### src/rtl/bus_pkg.sv
// Shared common-bus definitions: default lane geometry and deserializer state encoding.
// Also used by the 26-to-1 and 1-to-26 bus blocks.
package bus_pkg;

  localparam int WORD_W_DEF   = 16;
  localparam int WORD_NUM_DEF = 26;
  localparam int BUS_W        = WORD_NUM_DEF * WORD_W_DEF;

  typedef enum logic {
    FILL = 1'b0,
    FULL = 1'b1
  } state_t;

endpackage

### src/rtl/com_bus_deserializer_if.sv
// Word-in / frame-out handshake bundle for com_bus_deserializer.
// word_sof and sof_err exist only when COM_BUS_DESER_SOF_EN is defined.
interface com_bus_deserializer_if #(
  parameter int WORD_W   = 16,
  parameter int WORD_NUM = 26,
  parameter int CNT_W    = 16
);

  logic [WORD_W-1:0]          word_in;
  logic                       word_valid;
  logic                       word_ready;
  logic [WORD_NUM*WORD_W-1:0] com_bus_out;
  logic                       frame_valid;
  logic                       frame_ready;
  logic [CNT_W-1:0]           frame_cnt;
`ifdef COM_BUS_DESER_SOF_EN
  logic                       word_sof;
  logic                       sof_err;
`endif

  modport master (
    output word_in, word_valid, frame_ready,
`ifdef COM_BUS_DESER_SOF_EN
    output word_sof,
    input  sof_err,
`endif
    input  word_ready, com_bus_out, frame_valid, frame_cnt
  );

  modport slave (
    input  word_in, word_valid, frame_ready,
`ifdef COM_BUS_DESER_SOF_EN
    input  word_sof,
    output sof_err,
`endif
    output word_ready, com_bus_out, frame_valid, frame_cnt
  );

endinterface

### src/rtl/deser_idx_counter.sv
// Mod-WORD_NUM slot index counter with increment, load-to-1 and clear.
module deser_idx_counter #(
  parameter  int WORD_NUM = 26,
  localparam int IDX_W    = (WORD_NUM > 1) ? $clog2(WORD_NUM) : 1
) (
  input  logic             clk,
  input  logic             rst,
  input  logic             i_inc,
  input  logic             i_load1,
  input  logic             i_clr,
  output logic [IDX_W-1:0] o_idx
);

  logic [IDX_W-1:0] r_idx;

  // clear outranks load, load outranks increment
  always_ff @(posedge clk) begin
    if (rst || i_clr) begin
      r_idx <= '0;
    end else if (i_load1) begin
      r_idx <= IDX_W'(1);
    end else if (i_inc) begin
      if (r_idx == IDX_W'(WORD_NUM - 1)) r_idx <= '0;
      else                               r_idx <= r_idx + IDX_W'(1);
    end
  end

  assign o_idx = r_idx;

endmodule

### src/rtl/com_bus_deserializer.sv
// Assembles WORD_NUM lane words into one com_bus frame with valid/ready on both sides.
// Optional start-of-frame realignment is enabled by defining COM_BUS_DESER_SOF_EN.
module com_bus_deserializer
  import bus_pkg::*;
#(
  parameter  int WORD_W   = WORD_W_DEF,
  parameter  int WORD_NUM = WORD_NUM_DEF,
  parameter  int CNT_W    = 16,
  localparam int FRAME_W  = WORD_NUM * WORD_W,
  localparam int IDX_W    = (WORD_NUM > 1) ? $clog2(WORD_NUM) : 1
) (
  input  logic                   clk,
  input  logic                   rst,
  com_bus_deserializer_if.slave  bus
);

  state_t             r_state;
  logic [FRAME_W-1:0] r_bus;
  logic               r_frame_valid;
  logic [CNT_W-1:0]   r_frame_cnt;

  logic               w_word_acc;
  logic               w_frame_del;
  logic               w_sof;
  logic               w_to_slot0;
  logic               w_last;
  logic [IDX_W-1:0]   w_idx;
  logic [IDX_W-1:0]   w_slot;

  assign w_word_acc  = bus.word_valid & bus.word_ready;
  assign w_frame_del = r_frame_valid & bus.frame_ready;

`ifdef COM_BUS_DESER_SOF_EN
  logic r_sof_err;
  assign w_sof       = w_word_acc & bus.word_sof;
  assign bus.sof_err = r_sof_err;
`else
  assign w_sof       = 1'b0;
`endif

  // A word accepted in FULL can only coincide with delivery, so it starts the next frame.
  assign w_to_slot0 = w_sof | (r_state == FULL);
  assign w_last     = w_word_acc & (r_state == FILL) & ~w_sof
                    & (w_idx == IDX_W'(WORD_NUM - 1));
  assign w_slot     = w_to_slot0 ? '0 : w_idx;

  deser_idx_counter #(.WORD_NUM(WORD_NUM)) u_idx (
    .clk     (clk),
    .rst     (rst),
    .i_inc   (w_word_acc & ~w_to_slot0 & ~w_last),
    .i_load1 (w_word_acc & w_to_slot0),
    .i_clr   (w_last),
    .o_idx   (w_idx)
  );

  always_ff @(posedge clk) begin
    if (rst) begin
      r_state       <= FILL;
      r_bus         <= '0;
      r_frame_valid <= 1'b0;
      r_frame_cnt   <= '0;
`ifdef COM_BUS_DESER_SOF_EN
      r_sof_err     <= 1'b0;
`endif
    end else begin
      if (w_word_acc) r_bus[w_slot*WORD_W +: WORD_W] <= bus.word_in;
      if (r_state == FILL) begin
        if (w_last) begin
          r_state       <= FULL;
          r_frame_valid <= 1'b1;
        end
      end else if (w_frame_del) begin
        r_state       <= FILL;
        r_frame_valid <= 1'b0;
        r_frame_cnt   <= r_frame_cnt + CNT_W'(1);
      end
`ifdef COM_BUS_DESER_SOF_EN
      r_sof_err <= w_sof & (r_state == FILL) & (w_idx != '0);
`endif
    end
  end

  assign bus.word_ready  = (r_state == FILL) | bus.frame_ready;
  assign bus.com_bus_out = r_bus;
  assign bus.frame_valid = r_frame_valid;
  assign bus.frame_cnt   = r_frame_cnt;

endmodule
### src/flat_wrapper.sv
// flat-port wrapper written by rule: the top's interface ports become plain ports
module com_bus_deserializer_flat import bus_pkg::*;
#(
  parameter  int WORD_W   = WORD_W_DEF,
  parameter  int WORD_NUM = WORD_NUM_DEF,
  parameter  int CNT_W    = 16,
  localparam int FRAME_W  = WORD_NUM * WORD_W,
  localparam int IDX_W    = (WORD_NUM > 1) ? $clog2(WORD_NUM) : 1
)
  (clk, rst, bus_word_in, bus_word_valid, bus_frame_ready, bus_word_ready, bus_com_bus_out, bus_frame_valid, bus_frame_cnt);
  com_bus_deserializer_if #(.WORD_W(WORD_W), .WORD_NUM(WORD_NUM), .CNT_W(CNT_W)) bus_i ();
  input  logic clk;
  input  logic rst;
  input wire logic [$bits(bus_i.word_in)-1:0] bus_word_in;
  input wire logic [$bits(bus_i.word_valid)-1:0] bus_word_valid;
  input wire logic [$bits(bus_i.frame_ready)-1:0] bus_frame_ready;
  output wire logic [$bits(bus_i.word_ready)-1:0] bus_word_ready;
  output wire logic [$bits(bus_i.com_bus_out)-1:0] bus_com_bus_out;
  output wire logic [$bits(bus_i.frame_valid)-1:0] bus_frame_valid;
  output wire logic [$bits(bus_i.frame_cnt)-1:0] bus_frame_cnt;
  assign bus_i.word_in = bus_word_in;
  assign bus_i.word_valid = bus_word_valid;
  assign bus_i.frame_ready = bus_frame_ready;
  assign bus_word_ready = bus_i.word_ready;
  assign bus_com_bus_out = bus_i.com_bus_out;
  assign bus_frame_valid = bus_i.frame_valid;
  assign bus_frame_cnt = bus_i.frame_cnt;
  com_bus_deserializer #(.WORD_W(WORD_W), .WORD_NUM(WORD_NUM), .CNT_W(CNT_W)) u_core (.clk(clk), .rst(rst), .bus(bus_i));
endmodule
### config.mk
export PLATFORM = sky130hd
export DESIGN_NAME = com_bus_deserializer_flat
export DESIGN_NICKNAME = d
export VERILOG_FILES = /design/src/rtl/bus_pkg.sv /design/src/rtl/com_bus_deserializer_if.sv /design/src/rtl/deser_idx_counter.sv /design/src/rtl/com_bus_deserializer.sv /design/src/flat_wrapper.sv
export SDC_FILE = /design/constraint.sdc
export NUM_CORES = 1
export LEC_CHECK = 0
export CORE_MARGIN = 4
export CORE_UTILIZATION = 53
export CTS_CLUSTER_DIAMETER = 60
export DETAILED_ROUTE_END_ITERATION = 10
export PLACE_DENSITY_LB_ADDON = 0.3
export SYNTH_ARGS = -nofsm -noshare
export SYNTH_HDL_FRONTEND = slang
export SYNTH_SLANG_ARGS = --single-unit
export TNS_END_PERCENT = 30
### constraint.sdc
create_clock -name clk -period 9.9 [get_ports clk]
set_clock_uncertainty 0.15 [all_clocks]
set_input_delay 1.98 -clock clk [delete_from_list [all_inputs] [get_ports clk]]
set_output_delay 1.98 -clock clk [all_outputs]
set_load 0.1 [all_outputs]
Yosys cells after proc, flatten, opt, wreduce, memory -nomap -nowiden
Cells that the tools add are included.
- shift-type cells: 2
- bitwise operators: 9
- eq/ne operators: 2
- reductions and logical operators: 6
- $add $sub $neg: 3
- muxes and demuxes: 11
- operator list (kind ; count):
    $bwmux 416 ; 1
    $shift 16x34->416 const A ; 1
    $shiftx 16x34->416 ; 1
    $neg 9->34 ; 1
    $add 16x1->16 const B ; 1
    $mux 5 ; 2
    $mux 1 ; 8
    $and 1x1->1 ; 6
    $add 5x1->5 const B ; 1
    $eq 5x5->1 const B ; 1
    $reduce_and 2->1 ; 2
    $reduce_bool 2->1 ; 2
    $ne 2x2->1 const B ; 1
    $not 1->1 ; 2
    $reduce_or 2->1 ; 1
    $logic_or 1x1->1 ; 1
    $or 1x1->1 ; 1
- flip-flop bits (word level): 439
- input port bits: 20
- output and inout bits: 434
- word-level logic and storage cells: 39

Logic depth before layout (Yosys ltp)
- depth after elaboration: 9
- depth in mapped cells: 17
- mapped depth without buffers: 9

Cells and area by module
From an unflattened synthesis, not the netlist that was laid out.
- cells, all modules: 2000
- area, all modules: 17601.9 sq um
- modules (own cells, without submodules) (module ; area each (sq um) ; instances ; cells each ; sequential area each (sq um)):
    com_bus_deserializer ; 17314.1 ; 1 ; 1966 ; 8688.3
    deser_idx_counter ; 287.8 ; 1 ; 34 ; 100.1

Worst setup path after synthesis
No wires, ideal clock.
- path kind: in2out
- start: input port bus_frame_ready
- end: output port bus_word_ready
- path slack: 5.012 ns
- cell stages on the path: 1
- required time: 7.770 ns
- path buffers: 0
- arrival: 2.758 ns
- cells stage by stage: nand2b_1
- cells in the longest elaborated chain, start to end: 1
- RTL lines (what ; RTL line ; text):
    start, declared ; flat_wrapper.sv:16 ; input wire logic [$bits(bus_i.frame_ready)-1:0] bus_frame_ready;
    $or 1x1->1 ; com_bus_deserializer.sv:83 ; assign bus.word_ready = (r_state == FILL) | bus.frame_ready;
    end, declared ; flat_wrapper.sv:17 ; output wire logic [$bits(bus_i.word_ready)-1:0] bus_word_ready;
Every way passes these cells.

Final worst setup path
Ends and elaborated chain as after synthesis.

==> results list <==
- Std cell rows: 66
- Power density relative to cell area: 157 nW/um2
* Number of remaining DRC errors: 0
* Routed length per placed instance: 21.7 um
- Critical Path Fanout Max: 5
- The run finished with clean final reports.
- The worst setup path is captured at a primary output.
- In this run switching power makes up 22.7% of total power.
- Global routing consumed, over all layers together, 30.7% of the routing resources.
- Max Cap Violations: 0
- Pins over their slew limit: 0
- Global-route wire length before repair: 87900 um
- Setup-failing EPs final: 0
- Post-synth EDFFs: 0
- Counting every net in the synthesized netlist gives 1900.
- Worst-Margin Slew: 1.34 ns
- Vias per cell: 5.70
* Latest clock arrival within the worst-skew pair: 0.54 ns
- Cell-by-cell trace of the critical path: clkdlybuf4s50_1 -> nand2b_1 -> clkdlybuf4s50_1
- The worst setup path is of the in2out kind.
- Most used cell, CP: sky130_fd_sc_hd__clkdlybuf4s50_1
- In the final timing run, aggregate negative setup slack is 0 ns.
* Mapped Area: 17600 um2
* Clock tree from TritonCTS: done
- Power Internal: 0.00290 W
- Buffers inserted during clock tree synthesis total 45.
- Clock-pin slew was measured on the worst setup and hold paths at 0.06 ns.
* Worst hold endpoint: u_core.bus.com_bus_out[211]
- Setup repair after global routing missed its margin: false
- Highest metal layer with signal wires: met4
- STA puts the critical path data required time at 7.77 ns.
- The longest clock path from root to sink contains 3 buffers.
- Counting flops and latches in the post-synthesis netlist gives 439.
* Minimum clock period: 6.08 ns
- Count of vias placed by the detailed router: 15500
- Final cycle utilization of the critical path: 61.5%
- For this block, wires on met1 add up to 23600 um.
* DR pass1 iterations: 6
- Switching component of the power: 0.000850 W
* Worst IR drop on VDD: 0.000125 V
- The min-delay analysis places its worst path in the category reg2reg.
* Overflow left after global routing: 0
- In this run the most critical hold path is launched from u_core.bus.com_bus_out[211].
* Hold bufs inserted after CTS: 0
- Number of instances on the worst hold path: 2
* CTS-repair resized insts: 0
* Total length of routed met3 wires: 4790 um
- Area overhead of the layout relative to synthesis: 35.2%
- Once the clock tree was built, the setup fixing pass inserted 0 buffers.
- Sequential element share of the synthesized area: 49.8%
- Summed over all cells, the static leakage comes to 9.12 nW.
- Dividing the synthesized area by the synthesized cell count gives 9.41 um2.
* Sum of met2 wire segment lengths after detailed routing: 27600 um
- Clock Tree Root: sky130_fd_sc_hd__clkbuf_16
- Yosys printed 0 warnings.
- The initial antenna violation count was 1.
* Vertical die dimension: 190 um
- Initial DRC count: 1164
- Count of different cell masters after synthesis: 58
- Pin count of the biggest net entering global routing: 291
- Top-level port count: 454
* H-tree levels: 2
- The startpoint identified for the worst register-to-register timing path is u_core.r_state.
- The largest individual stage delay along the critical path comes from the cell sky130_fd_sc_hd__clkdlybuf4s50_1.
* Die footprint: 36300 um2
- Via count of the first global-routing pass: 14800
- Width of the die: 190 um
- In this run, the combinational gates consume 5.4% of the power.
- Antenna Nets Post-Route: 0
* FF-to-FF setup slack: 4.83 ns
- Leaving out fill and tap cells, the most frequent cell in the layout is sky130_fd_sc_hd__clkdlybuf4s50_1.
- Setup slack at placement: 3.82 ns
- Worst relative slew slack: 10.5%
- In the final layout, the share of cells above drive strength 1 is 6.19%.
* Synth async-reset ratio: 0%
* Data arrival time of the critical path: 3.95 ns
* Worst stage delay on the critical path: 1.24 ns
- Routed WL: 59000 um
* Terminus of the critical flop-to-flop path: u_core.bus.com_bus_out[28]
* Startpoint Class: input pin
* Number of I/O port buffers: 453
- Ys flop type: sky130_fd_sc_hd__dfxtp_1
- The number of endpoints with negative hold slack in the final report came to 0.
- The region available for standard cell placement spans 32700 um2.
* Initial cell density of the core: 54.0%
* Number of sinks handled by clock tree synthesis: 439
* Number of nets in the layout: 2269
- Antenna cells: 0
- The number of cells on the worst reg-to-reg path is 9.
- Of the total power, registers draw 47.2%.
* Post-Synthesis Cells: 1875
* Highest clock frequency the design can meet: 0.164 GHz
- HPWL after DPL: 39600 um
- Setup WS post-layout: 3.82 ns
* Portion of total power attributed to the clock network: 47.4%
- Routability congestion estimate from global placement: 0.948
- In the layout the commonest cells are sky130_fd_sc_hd__clkdlybuf4s50_1 (452), sky130_fd_sc_hd__dfxtp_1 (439), sky130_fd_sc_hd__nand2_1 (230).
- Total of fill cells in the finished design: 2415
-- final cells by class --
cell class	instances	area [um2]	area share [%]
clock buffer	64	1310	5.49
clock inverter	17	243	1.02
inverter	7	26.3	0.110
multi-input combinational	1273	8190	34.4
sequential	439	8790	36.8
tap	442	553	2.32
timing repair buffer	478	4740	19.9
-- critical path, delay by kind of cell --
| kind | cells | cell delay (ns) |
|---|---|---|
| buf+inv | 2 | 1.79 |
| simple gates | 1 | 0.17 |
-- registers in the layout, summed over array words and instances, names as in the netlist --
name	cells
u_core.bus.frame_cnt	16
u_core.bus.com_bus_out	416
u_core.r_state	1
u_core.bus.frame_valid	1
u_core.u_idx.o_idx	5
-- synthesized netlist by cell type (all sizes together), types with 2 or more instances --
library cell  count  area [um2]
o21ai            46         234
or4               2        15.0
nand2b          219        1370
and4              3        26.3
o2bb2ai          16         140
o31ai            36         270
mux2i           206        2060
a211oi            2        15.0
and2              3        18.8
nor2             49         184
and3b             4        35.0
nor3             12        91.3
buf              40         216
inv               7        26.3
nand3            91         480
xor2              9        86.3
nand3b           78         586
or2              18         113
nand2           230         863
and3              7        43.8
dfxtp           439        8790
nor2b            10        62.6
o2111ai           2        17.5
o2111a            2        22.5
nor3b             7        52.6
or3              39         244
a21o              2        15.0
o211ai            3        37.5
o21a              2        15.0
nand4            20         138
ha                5        62.6
xnor2            12         131
a21oi           126         634
clkbuf          116         435
nor4              3        18.8
-- power by group through the flow --
| stage | clock network (W) | registers [W] | logic, W |
|---|---|---|---|
| floorplan | 0 | 0.00182 | 0.000127 |
| global placement | 0 | 0.00181 | 0.000197 |
| detailed placement | 0 | 0.00181 | 0.000200 |
| CTS | 0.00179 | 0.00177 | 0.000201 |
| global route | 0.00186 | 0.00177 | 0.000215 |
| finish | 0.00178 | 0.00177 | 0.000204 |
-- cell families (layout without fill, tap and decap cells) --
logic type,count (synthesis),in the layout,synth area share [%]
and+or+nand+nor,798,798,24.8
DFF,439,439,49.8
AOI/OAI and AO/OA,243,243,8.32
muxes,206,206,11.7
buffers and inverters,163,566,3.84
xor gates and xnor gates,21,21,1.23
adders and majority gates,5,5,0.355
-- through the flow --
step	instance area (um2)	hold WS (ns)	cells	utilization [%]	power (W)
final	23900	0.301	2720	72.9	0.00375
after floorplan	17600	0.407	1875	-	0.00194
after global routing	23900	0.319	2720	72.9	0.00385
after detailed placement	22300	0.295	2639	68.2	0.00201
after global placement	22300	0.287	2639	68.2	0.00201
after CTS	23900	0.302	2720	72.9	0.00376
-- worst max-delay path by stage --
stage	end	from	cells after the start
2_1_floorplan	bus_word_ready	bus_frame_ready	1
3_3_place_gp	bus_word_ready	bus_frame_ready	3
3_5_place_dp	bus_word_ready	bus_frame_ready	3
4_1_cts	bus_word_ready	bus_frame_ready	3
5_1_grt	bus_word_ready	bus_frame_ready	3
6_report	bus_word_ready	bus_frame_ready	3
-- per-layer routing --
layer	vias up	GRT usage (%)
li1	7148	-
met1	7527	39.1
met2	675	50.2
met3	165	6.37
met4	0	14.3
met5	-	0
Note: power is estimated with default switching activity, not from simulation.
